[src/rtl/pe_pkg.sv]
// Shared definitions for the PE merge stage: source tags and the two-way
// round-robin pick used by the arbiter.
package pe_pkg;

    localparam logic SRC_L0 = 1'b0;
    localparam logic SRC_L1 = 1'b1;

    // One-hot grant: on contention the input that did not win last time goes first.
    function automatic logic [1:0] rr_pick(input logic [1:0] req, input logic last_grant);
        if (req == 2'b11) begin
            return (last_grant == SRC_L1) ? 2'b01 : 2'b10;
        end
        return req;
    endfunction

endpackage

[src/rtl/rr_arb2.sv]
// Two-requester round-robin arbiter; the fairness state only moves when the
// caller reports that the grant was actually used.
module rr_arb2
    import pe_pkg::*;
(
    input  logic       clk,
    input  logic       rst_n,
    input  logic [1:0] req,
    input  logic       advance,
    output logic [1:0] gnt,
    output logic       last_grant
);

    logic r_last_grant;

    assign gnt        = rr_pick(req, r_last_grant);
    assign last_grant = r_last_grant;

    // NOTE: state registers use non-blocking assignments so every flop samples pre-edge values.
    always_ff @(posedge clk or negedge rst_n) begin
        if (!rst_n) begin
            r_last_grant <= SRC_L1;
        end else if (advance) begin
            r_last_grant <= gnt[1];
        end
    end

endmodule

[src/rtl/pe_merge2.sv]
// Two-input merge: round-robin arbitration into a small tagged output FIFO,
// each word carrying the index of the input it came from.
module pe_merge2
    import pe_pkg::*;
#(
    parameter int WIDTH = 4,
    parameter int DEPTH = 2
) (
    input  logic             clk,
    input  logic             rst_n,
    input  logic             l0_valid,
    input  logic [WIDTH-1:0] l0_data,
    output logic             l0_ready,
    input  logic             l1_valid,
    input  logic [WIDTH-1:0] l1_data,
    output logic             l1_ready,
    output logic             r_valid,
    output logic [WIDTH-1:0] r_data,
    output logic             r_src,
    input  logic             r_ready
);

    localparam int PTR_W = $clog2(DEPTH);
    localparam int CNT_W = PTR_W + 1;

    typedef struct packed {
        logic             src;
        logic [WIDTH-1:0] data;
    } merge_entry_t;

    merge_entry_t     r_mem [DEPTH];
    logic [PTR_W-1:0] r_wr_ptr;
    logic [PTR_W-1:0] r_rd_ptr;
    logic [CNT_W-1:0] r_count;

    logic         w_full;
    logic         w_empty;
    logic         w_push;
    logic         w_pop;
    logic [1:0]   w_gnt;
    logic         w_last_grant;
    merge_entry_t w_entry;

    assign w_full  = (r_count == CNT_W'(DEPTH));
    assign w_empty = (r_count == '0);

    rr_arb2 u_arb (
        .clk        (clk),
        .rst_n      (rst_n),
        .req        ({l1_valid, l0_valid}),
        .advance    (w_push),
        .gnt        (w_gnt),
        .last_grant (w_last_grant)
    );

    // NOTE: every always_comb output gets a default first, so no path can infer a latch.
    always_comb begin
        l0_ready     = 1'b0;
        l1_ready     = 1'b0;
        w_entry.src  = SRC_L0;
        w_entry.data = l0_data;
        if (rst_n && !w_full) begin
            l0_ready = w_gnt[0];
            l1_ready = w_gnt[1];
        end
        if (w_gnt[1]) begin
            w_entry.src  = SRC_L1;
            w_entry.data = l1_data;
        end
    end

    // Readies never look at r_ready: a full FIFO stalls even when it is being drained.
    assign w_push = (l0_valid && l0_ready) || (l1_valid && l1_ready);
    assign w_pop  = !w_empty && r_ready;

    // NOTE: storage is reset along with the pointers so the outputs read 0 out of reset.
    always_ff @(posedge clk or negedge rst_n) begin
        if (!rst_n) begin
            for (int i = 0; i < DEPTH; i++) begin
                r_mem[i] <= '0;
            end
        end else if (w_push) begin
            r_mem[r_wr_ptr] <= w_entry;
        end
    end

    always_ff @(posedge clk or negedge rst_n) begin
        if (!rst_n) begin
            r_wr_ptr <= '0;
            r_rd_ptr <= '0;
            r_count  <= '0;
        end else begin
            if (w_push) begin
                r_wr_ptr <= r_wr_ptr + PTR_W'(1);
            end
            if (w_pop) begin
                r_rd_ptr <= r_rd_ptr + PTR_W'(1);
            end
            case ({w_push, w_pop})
                2'b10:   r_count <= r_count + CNT_W'(1);
                2'b01:   r_count <= r_count - CNT_W'(1);
                default: r_count <= r_count;
            endcase
        end
    end

    assign r_valid = !w_empty;
    assign r_data  = r_mem[r_rd_ptr].data;
    assign r_src   = r_mem[r_rd_ptr].src;

    // The fairness register must always record the source of the word just written.
    a_last_grant_tracks_push : assert property (
        @(posedge clk) disable iff (!rst_n)
        w_push |=> (w_last_grant == $past(w_entry.src))
    );

endmodule

[config.mk]
export PLATFORM = sky130hd
export DESIGN_NAME = pe_merge2
export DESIGN_NICKNAME = d
export VERILOG_FILES = /design/src/rtl/pe_pkg.sv /design/src/rtl/rr_arb2.sv /design/src/rtl/pe_merge2.sv
export SDC_FILE = /design/constraint.sdc
export NUM_CORES = 1
export LEC_CHECK = 0
export CAP_MARGIN = 20
export CORE_UTILIZATION = 50
export DETAILED_ROUTE_END_ITERATION = 6
export GPL_ROUTABILITY_DRIVEN = 0
export PLACE_DENSITY = 0.82
export SLEW_MARGIN = 20
export SYNTH_ARGS = -nofsm -noshare
export SYNTH_HDL_FRONTEND = slang
export SYNTH_HIERARCHICAL = 1
export SYNTH_SLANG_ARGS = --single-unit
[constraint.sdc]
create_clock -name clk -period 3.05 [get_ports clk]
set_input_delay 0.61 -clock clk [delete_from_list [all_inputs] [get_ports clk]]
set_output_delay 0.61 -clock clk [all_outputs]
set_load 0.01 [all_outputs]
; ---- Word level (Yosys, flattened, before mapping)
; Cells that the tools add are included.
; W data, S select, Z words.
[op_classes]
n_reduce_logical = 10
addsub = 4
n_eq_ne = 4
muxes = 14
magnitude_cmp = 3
bitwise_logic = 2
[ops]
columns = op, count
row1 = $mux W5, 5
row2 = $bwmux W10, 1
row3 = $eq A2 B2 Y1 const B, 3
row4 = $mux W2, 3
row5 = $demux W5 S1, 1
row6 = $logic_and A1 B1 Y1, 5
row7 = $ge A2 B2 Y1 const B, 2
row8 = $not A1 Y2, 2
row9 = $pmux W2 S2, 1
row10 = $mux W1, 3
row11 = $add A1 B1 Y1 const B, 2
row12 = $add A2 B1 Y2 const B, 1
row13 = $eq A2 B1 Y1 const B, 1
row14 = $logic_not A1 Y1, 2
row15 = $logic_not A2 Y1, 1
row16 = $lt A2 B1 Y1 const B, 1
row17 = $reduce_bool A2 Y1, 1
row18 = $sub A2 B1 Y2 const B, 1
row19 = $logic_or A1 B1 Y1, 1
[totals]
word_cells = 45
inputBits = 13
reg_bits = 15
out_inout_bits = 8

; ---- Depth between registers and ports, before layout
[depth]
depth_word = 8
depth_mapped = 8
depth_no_buf = 8

; ---- By module
; The synthesis kept the hierarchy.
[modules_own_cells]
columns = module, cells_per_inst, seq_area_each_um2, n_inst, area_each_um2
row1 = pe_merge2, 54, 350.3, 1, 754.5
row2 = rr_arb2, 5, 26.3, 1, 63.8

; ---- Worst setup path before layout
; Ideal clock, no wire load.
[synth_timing]
path_kind = input-to-reg
from = input l0_valid
to = register r_count[1]
required_time_ps = 2971
t_arrival_ps = 1886
path_buffers = 0
setup_slack_ps = 1085
stages = 6
setup_ps = 79
cell_sequence = a21boi_0 > a22oi_4 > nand3b_1 > ha_1 > nor2_1 > xor2_1
[synth_via]
elab_chain_len = 8
word_cells_on_any_way = 12
cone_classes = eq/ne (3) / mux (5) / reduce/logical (4)
[synth_lines]
columns = element, line_no
row1 = start: declaration, pe_merge2.sv:11  ; input logic l0_valid,
row2 = $eq A2 B2 Y1, pe_pkg.sv:10  ; if (req == 2'b11) begin
row3 = $mux W1, pe_pkg.sv:10
row4 = $mux W2, pe_pkg.sv:13  ; return req;
row5 = $mux W1, pe_merge2.sv:62  ; if (rst_n && !w_full) begin
row6 = $logic_and A1 B1 Y1, pe_merge2.sv:73  ; assign w_push = (l0_valid && l0_ready) || (l1_valid && l1_ready);
row7 = $logic_or A1 B1 Y1 (*), pe_merge2.sv:73
row8 = $eq A2 B1 Y1 or $eq A2 B2 Y1 (tied branches), pe_merge2.sv:99  ; case ({w_push, w_pop})
row9 = $pmux W2 S2 or $reduce_bool A2 Y1 (tied branches), -
row10 = end signal: assignment, pe_merge2.sv:100  ; 2'b10: r_count <= r_count + CNT_W'(1);
row11 = end signal: assignment, pe_merge2.sv:101  ; 2'b01: r_count <= r_count - CNT_W'(1);
row12 = end signal: assignment, pe_merge2.sv:102  ; default: r_count <= r_count;
row13 = end: declaration, pe_merge2.sv:34  ; logic [CNT_W-1:0] r_count;
; Mark *: on every way between the ends. The rest lies on a longest branch, timed or not.
; A chain may end at the register's enable or synchronous reset.

; ---- Worst setup path in the final report
[layout_timing]
from = input l0_valid
to = output l0_ready
[layout_via]
elab_chain_len = 4
[layout_lines]
columns = element, line_no
row1 = $eq A2 B2 Y1, pe_pkg.sv:10
row2 = $mux W1, pe_pkg.sv:10
row3 = $mux W2 (*), pe_pkg.sv:13
row4 = via w_gnt[0], pe_merge2.sv:40  ; logic [1:0] w_gnt;
row5 = $mux W1 (*), pe_merge2.sv:62
row6 = end: declaration, pe_merge2.sv:13  ; output logic l0_ready,
; Mark *: on every way through the listed nets, which the timed path passes. The rest lies on a longest branch.

==> results.md <==
Clocking:
- Clock tree synthesis inserted a total of 3 buffers.
- Once the clock tree was built, the resizer swapped 0 gates to a different size.
- The clock passes through at most 2 buffers.
- The clock tree from TritonCTS is yes.
- The clock-pin slew on the worst setup and hold paths is 0.09 ns.
- The later-pin clock latency in the skew report is 0.28 ns.
- The count of H-tree levels built during CTS is 1.
- The root buffer cell chosen for the clock tree is sky130_fd_sc_hd__clkbuf_4.
- In this run the post-CTS setup repair buffer count came out at 0.
- The clock net in this run drives a total of 15 sinks.
- The cts-stage hold buffer count is 0.

GRT:
- For this run, global-route usage on met1 was measured as 23.6%.
- For this run, global-route usage on met3 was measured as 3.88%.
- The initial antenna violation count came to 0.
- For this run, global-route usage on met2 was measured as 33.5%.
- Entering global routing, the biggest net connects 19 pins.
- The most utilized layer in the global route result is met2.
- The first global-routing pass estimated 2.55 mm of wire.
- The total global routing overflow is 0.
- The via count of the first global-routing pass is 567.
- In the global route stage, overall resource usage came out at 19.4%.

Detailed routing:
- The number of remaining DRC errors is 0.
- After detailed routing, the average wire length per cell comes to 14.7 um.
- The total routed wirelength is 1.47 mm.
- The via total after detailed routing is 530.
- For this block, the initial DRC count from the detailed router was 4.
- Dividing the detail-routed via count by the number of cells gives 5.30.
- The detail route stage leaves a number of antenna-violating nets equal to 0.
- The first-pass detailed-route iteration total is 2.

Synthesis:
- The synthesized netlist net count is 73.
- The commonest cells after synthesis are sky130_fd_sc_hd__mux2_2, sky130_fd_sc_hd__dfrtp_1, sky130_fd_sc_hd__xnor2_1, sky130_fd_sc_hd__inv_1, sky130_fd_sc_hd__xor2_1.
- The area fraction in and, or, nand and nor cells after synthesis is 11.5%.
- Summing every instance area after synthesis gives 818 um2.
- The cell type with the largest total area after synthesis is sky130_fd_sc_hd__dfrtp_1.
- The leading cell type by number of instances after synthesis is sky130_fd_sc_hd__mux2_2.
- The mux share of post-synthesis cell area is 28.0%.
- The prevailing post-synth register cell is sky130_fd_sc_hd__dfrtp_1.
- The fraction of registers with async set/reset is 100%.
- The post-synthesis compound-gate area fraction is 4.89%.
- After synthesis, the cell types taking the most area are sky130_fd_sc_hd__dfrtp_1, sky130_fd_sc_hd__mux2_2, sky130_fd_sc_hd__dfstp_2, sky130_fd_sc_hd__xnor2_1, sky130_fd_sc_hd__nor4b_4.
- The synthesized design devotes to its leading area cell type 42.8% of total area.
- Averaged over all synthesized cells, the footprint is 13.9 um2.
- After synthesis, the largest family of logic cells by area is multiplexers.
- The synthesized netlist devotes 5.35% of its cell area to XOR and XNOR gates.
- The yosys synthesis warning count is 6.
- The adder-cell area share of the yosys netlist is 1.53%.
- The number of flops mapped to enable cells by yosys is 0.
- The sequential cell area fraction in the yosys report is 46.0%.
- The number of distinct library cells after synthesis is 24.
- The synthesized flop and latch total is 15.
- The gate count of the mapped netlist is 59.

Pwr:
- The part of the total power dissipated in combinational logic is 49.1%.
- The analysis attributes to net switching a power of 0.318 mW.
- Of the total power, the share spent switching nets is 32.6%.
- In this run the power density over the cells is 909 nW/um2.
- The share of total power dissipated in the clock network is 11.5%.
- The analysis attributes to cell leakage a power of 0.464 nW.
- The cell-internal power is 0.658 mW.
- The worst supply voltage drop on vdd is 0.000498 V.
- The sequential fraction of design power is 39.4%.

Floorplanning:
- The floorplan has 14 rows.
- The floorplan step defined a die boundary enclosing 1800 um2.
- The initial utilization of the core area, before any placement, comes to 53.7%.
- In this run the vertical extent of the chip is 42.5 um.
- The core area is 1520 um2.
- The overall die width is 42.5 um.
- The number of top-level pins is 21.

Setup path:
- The worst register-to-register path begins at u_arb/last_grant$_DFFE_PN1P_.
- The largest driver fanout on the critical path is 3.
- Counting stages on the worst path, the most repeated cell is sky130_fd_sc_hd__clkdlybuf4s50_1.
- Data on the critical path arrives at its endpoint at 2.17 ns.
- STA puts the critical path data required time at 2.44 ns.
- For flop-to-flop paths, the worst setup slack is 0.96 ns.
- The type of the worst setup path is in -> out.
- For this run, the slowest stage of the critical path takes 0.56 ns.
- The signal on the critical path passes through clkdlybuf4s50_1 > a21boi_0 > and3_1 > clkdlybuf4s50_1.
- Measured in cells, the most critical reg-to-reg path has a length of 9.
- The type of destination of the critical path is an output port.
- The capture point of the worst reg-to-reg path is r_count[1]$_DFFE_PN0P_.
- The worst setup path is launched from an input port.
- The standard cell with the maximum stage delay on the critical path is sky130_fd_sc_hd__clkdlybuf4s50_1.

Cells and area:
- The layout filler cell count is 121.
- The total number of nets in the final design is 99.
- The repair_antennas step left the layout with diodes totalling 0.
- Of the cells placed in the final design, the portion with a size suffix greater than 1 is 40.5%.
- The synthesis-to-finish area growth is 31.2%.
- Summing all non-filler instances in the final layout gives an area of 1070 um2.
- The number of cells in the finished layout apart from fillers is 100.

Worst hold path:
- The worst hold path cell count is 1.
- The class of the tightest hold or removal check is reg -> reg.
- The sink of the worst hold path is r_count[1]$_DFFE_PN0P_.
- The startpoint identified for the worst hold timing path is r_count[1]$_DFFE_PN0P_.

Placement:
- The count of buffers from port buffering is 20.
- The HPWL after detailed placement is 1.11 mm.
- The number of placed instances, taps included, is 96.
- The instance area at placement is 1050 um2.

STA:
- On the final layout, the worst clock skew is 0.00853 ns.
- The minimum clock period is 2.78 ns.
- Setup repair after global routing left no endpoint under its margin.
- Measured against its own limit, the worst slew margin works out to 70.5%.
- In the finished design, the share of the clock period the worst path needs comes to 91.0%.
- The maximum frequency from static timing analysis is 360 MHz.
- The post-route setup TNS is 0 ns.
- At the pin with the least slew margin, the transition time is 0.440 ns.
- The max-slew violation total from the final report is 0.
- The count of final setup violators is 0.
- The final count of hold timing violations came to 0.

Flow run:
- The reported max-cap violation count is 0.

Outcome:
- The flow ran to the end, and the final reports show no timing, DRC or antenna violations.
[power groups by stage]
stage                     logic (mW)  registers [mW]  clock network, mW
final                          0.479           0.384              0.113
after detailed placement       0.483           0.389                  0
after CTS                      0.488           0.386              0.114
after floorplan                0.322           0.357                  0
after global placement         0.467           0.383                  0
after global routing           0.520           0.398              0.124
[flip-flops by register name, summed over array words and instances (netlist names)]
| register | cells |
|---|---|
| r_mem | 10 |
| r_count | 2 |
| r_rd_ptr | 1 |
| r_wr_ptr | 1 |
| u_arb/last_grant | 1 |
[worst max-delay path, delay by kind of cell]
family | cells | cell delay (ns)
AO/OA/AOI/OAI | 1 | 0.28
AND/OR/NAND/NOR | 1 | 0.19
buffers and inverters | 2 | 1.08
[layout by cell type (no fill, tap or decap)]
cell	n
sky130_fd_sc_hd__nand2b_1	1
sky130_fd_sc_hd__clkdlybuf4s50_1	20
sky130_fd_sc_hd__nor2_1	1
sky130_fd_sc_hd__dfstp_2	1
sky130_fd_sc_hd__xnor2_1	3
sky130_fd_sc_hd__and3_2	1
sky130_fd_sc_hd__nor4b_4	1
sky130_fd_sc_hd__and3_1	1
sky130_fd_sc_hd__mux2_2	19
sky130_fd_sc_hd__a21boi_0	1
sky130_fd_sc_hd__ha_1	1
sky130_fd_sc_hd__xor2_1	2
sky130_fd_sc_hd__nand3b_1	1
sky130_fd_sc_hd__dfrtp_1	14
sky130_fd_sc_hd__a21boi_2	1
sky130_fd_sc_hd__mux2_4	1
sky130_fd_sc_hd__nand2_1	1
sky130_fd_sc_hd__inv_1	2
sky130_fd_sc_hd__buf_4	3
sky130_fd_sc_hd__clkinv_2	1
sky130_fd_sc_hd__a22oi_4	1
sky130_fd_sc_hd__clkbuf_4	3
sky130_fd_sc_hd__nor2b_1	1
sky130_fd_sc_hd__nor3_4	1
sky130_fd_sc_hd__and2_1	1
sky130_fd_sc_hd__or2_2	1
[worst max-delay path by stage]
| stage | start | to | slack, ns | cells after the start |
|---|---|---|---|---|
| floorplan | l0_valid | r_count[1]$_DFFE_PN0P_ | 1.09 | 6 |
| global placement | l0_valid | l0_ready | 0.35 | 4 |
| detailed placement | l0_valid | l0_ready | 0.28 | 4 |
| CTS | l0_valid | l0_ready | 0.26 | 4 |
| global route | l0_valid | l0_ready | 0.16 | 4 |
| finish | l0_valid | l0_ready | 0.27 | 4 |
[routing by layer]
metal | up-vias | wire length (um)
li1 | 258 | -
met1 | 258 | 633
met2 | 12 | 770
met3 | 2 | 51
met4 | 0 | 9
met5 | - | 0
[stage by stage]
step	hold slack (ns)	utilization (%)	total power, mW	setup slack, ns
finish	0.512	70.4	0.976	0.274
global route	0.528	70.4	1.04	0.162
CTS	0.514	70.4	0.988	0.264
detailed placement	0.495	68.6	0.872	0.279
global placement	0.484	68.6	0.850	0.352
floorplan	0.314	-	0.679	1.09
[cell families (layout without fill, tap and decap cells)]
family                   count (synthesis)  count (layout)
XOR/XNOR                                 5               5
flip-flops                              15              15
AND/OR/NAND/NOR                         11              11
buffers and inverters                    4              29
AO/OA/AOI/OAI                            3               3
multiplexers                            20              20
adder cells (fa/ha/maj)                  1               1
[area by class of cell]
cell class / instances / area, um2 / share of cell area, %
inverters: 2 / 7.51 / 0.699
clock buffers: 3 / 22.5 / 2.10
flip-flops and latches: 15 / 377 / 35.1
well taps: 16 / 20.0 / 1.86
repair buffers: 23 / 223 / 20.7
clock inverters: 1 / 5.00 / 0.466
multi-input cells: 40 / 419 / 39.0
No activity file was read; power rests on OpenSTA's default activity.
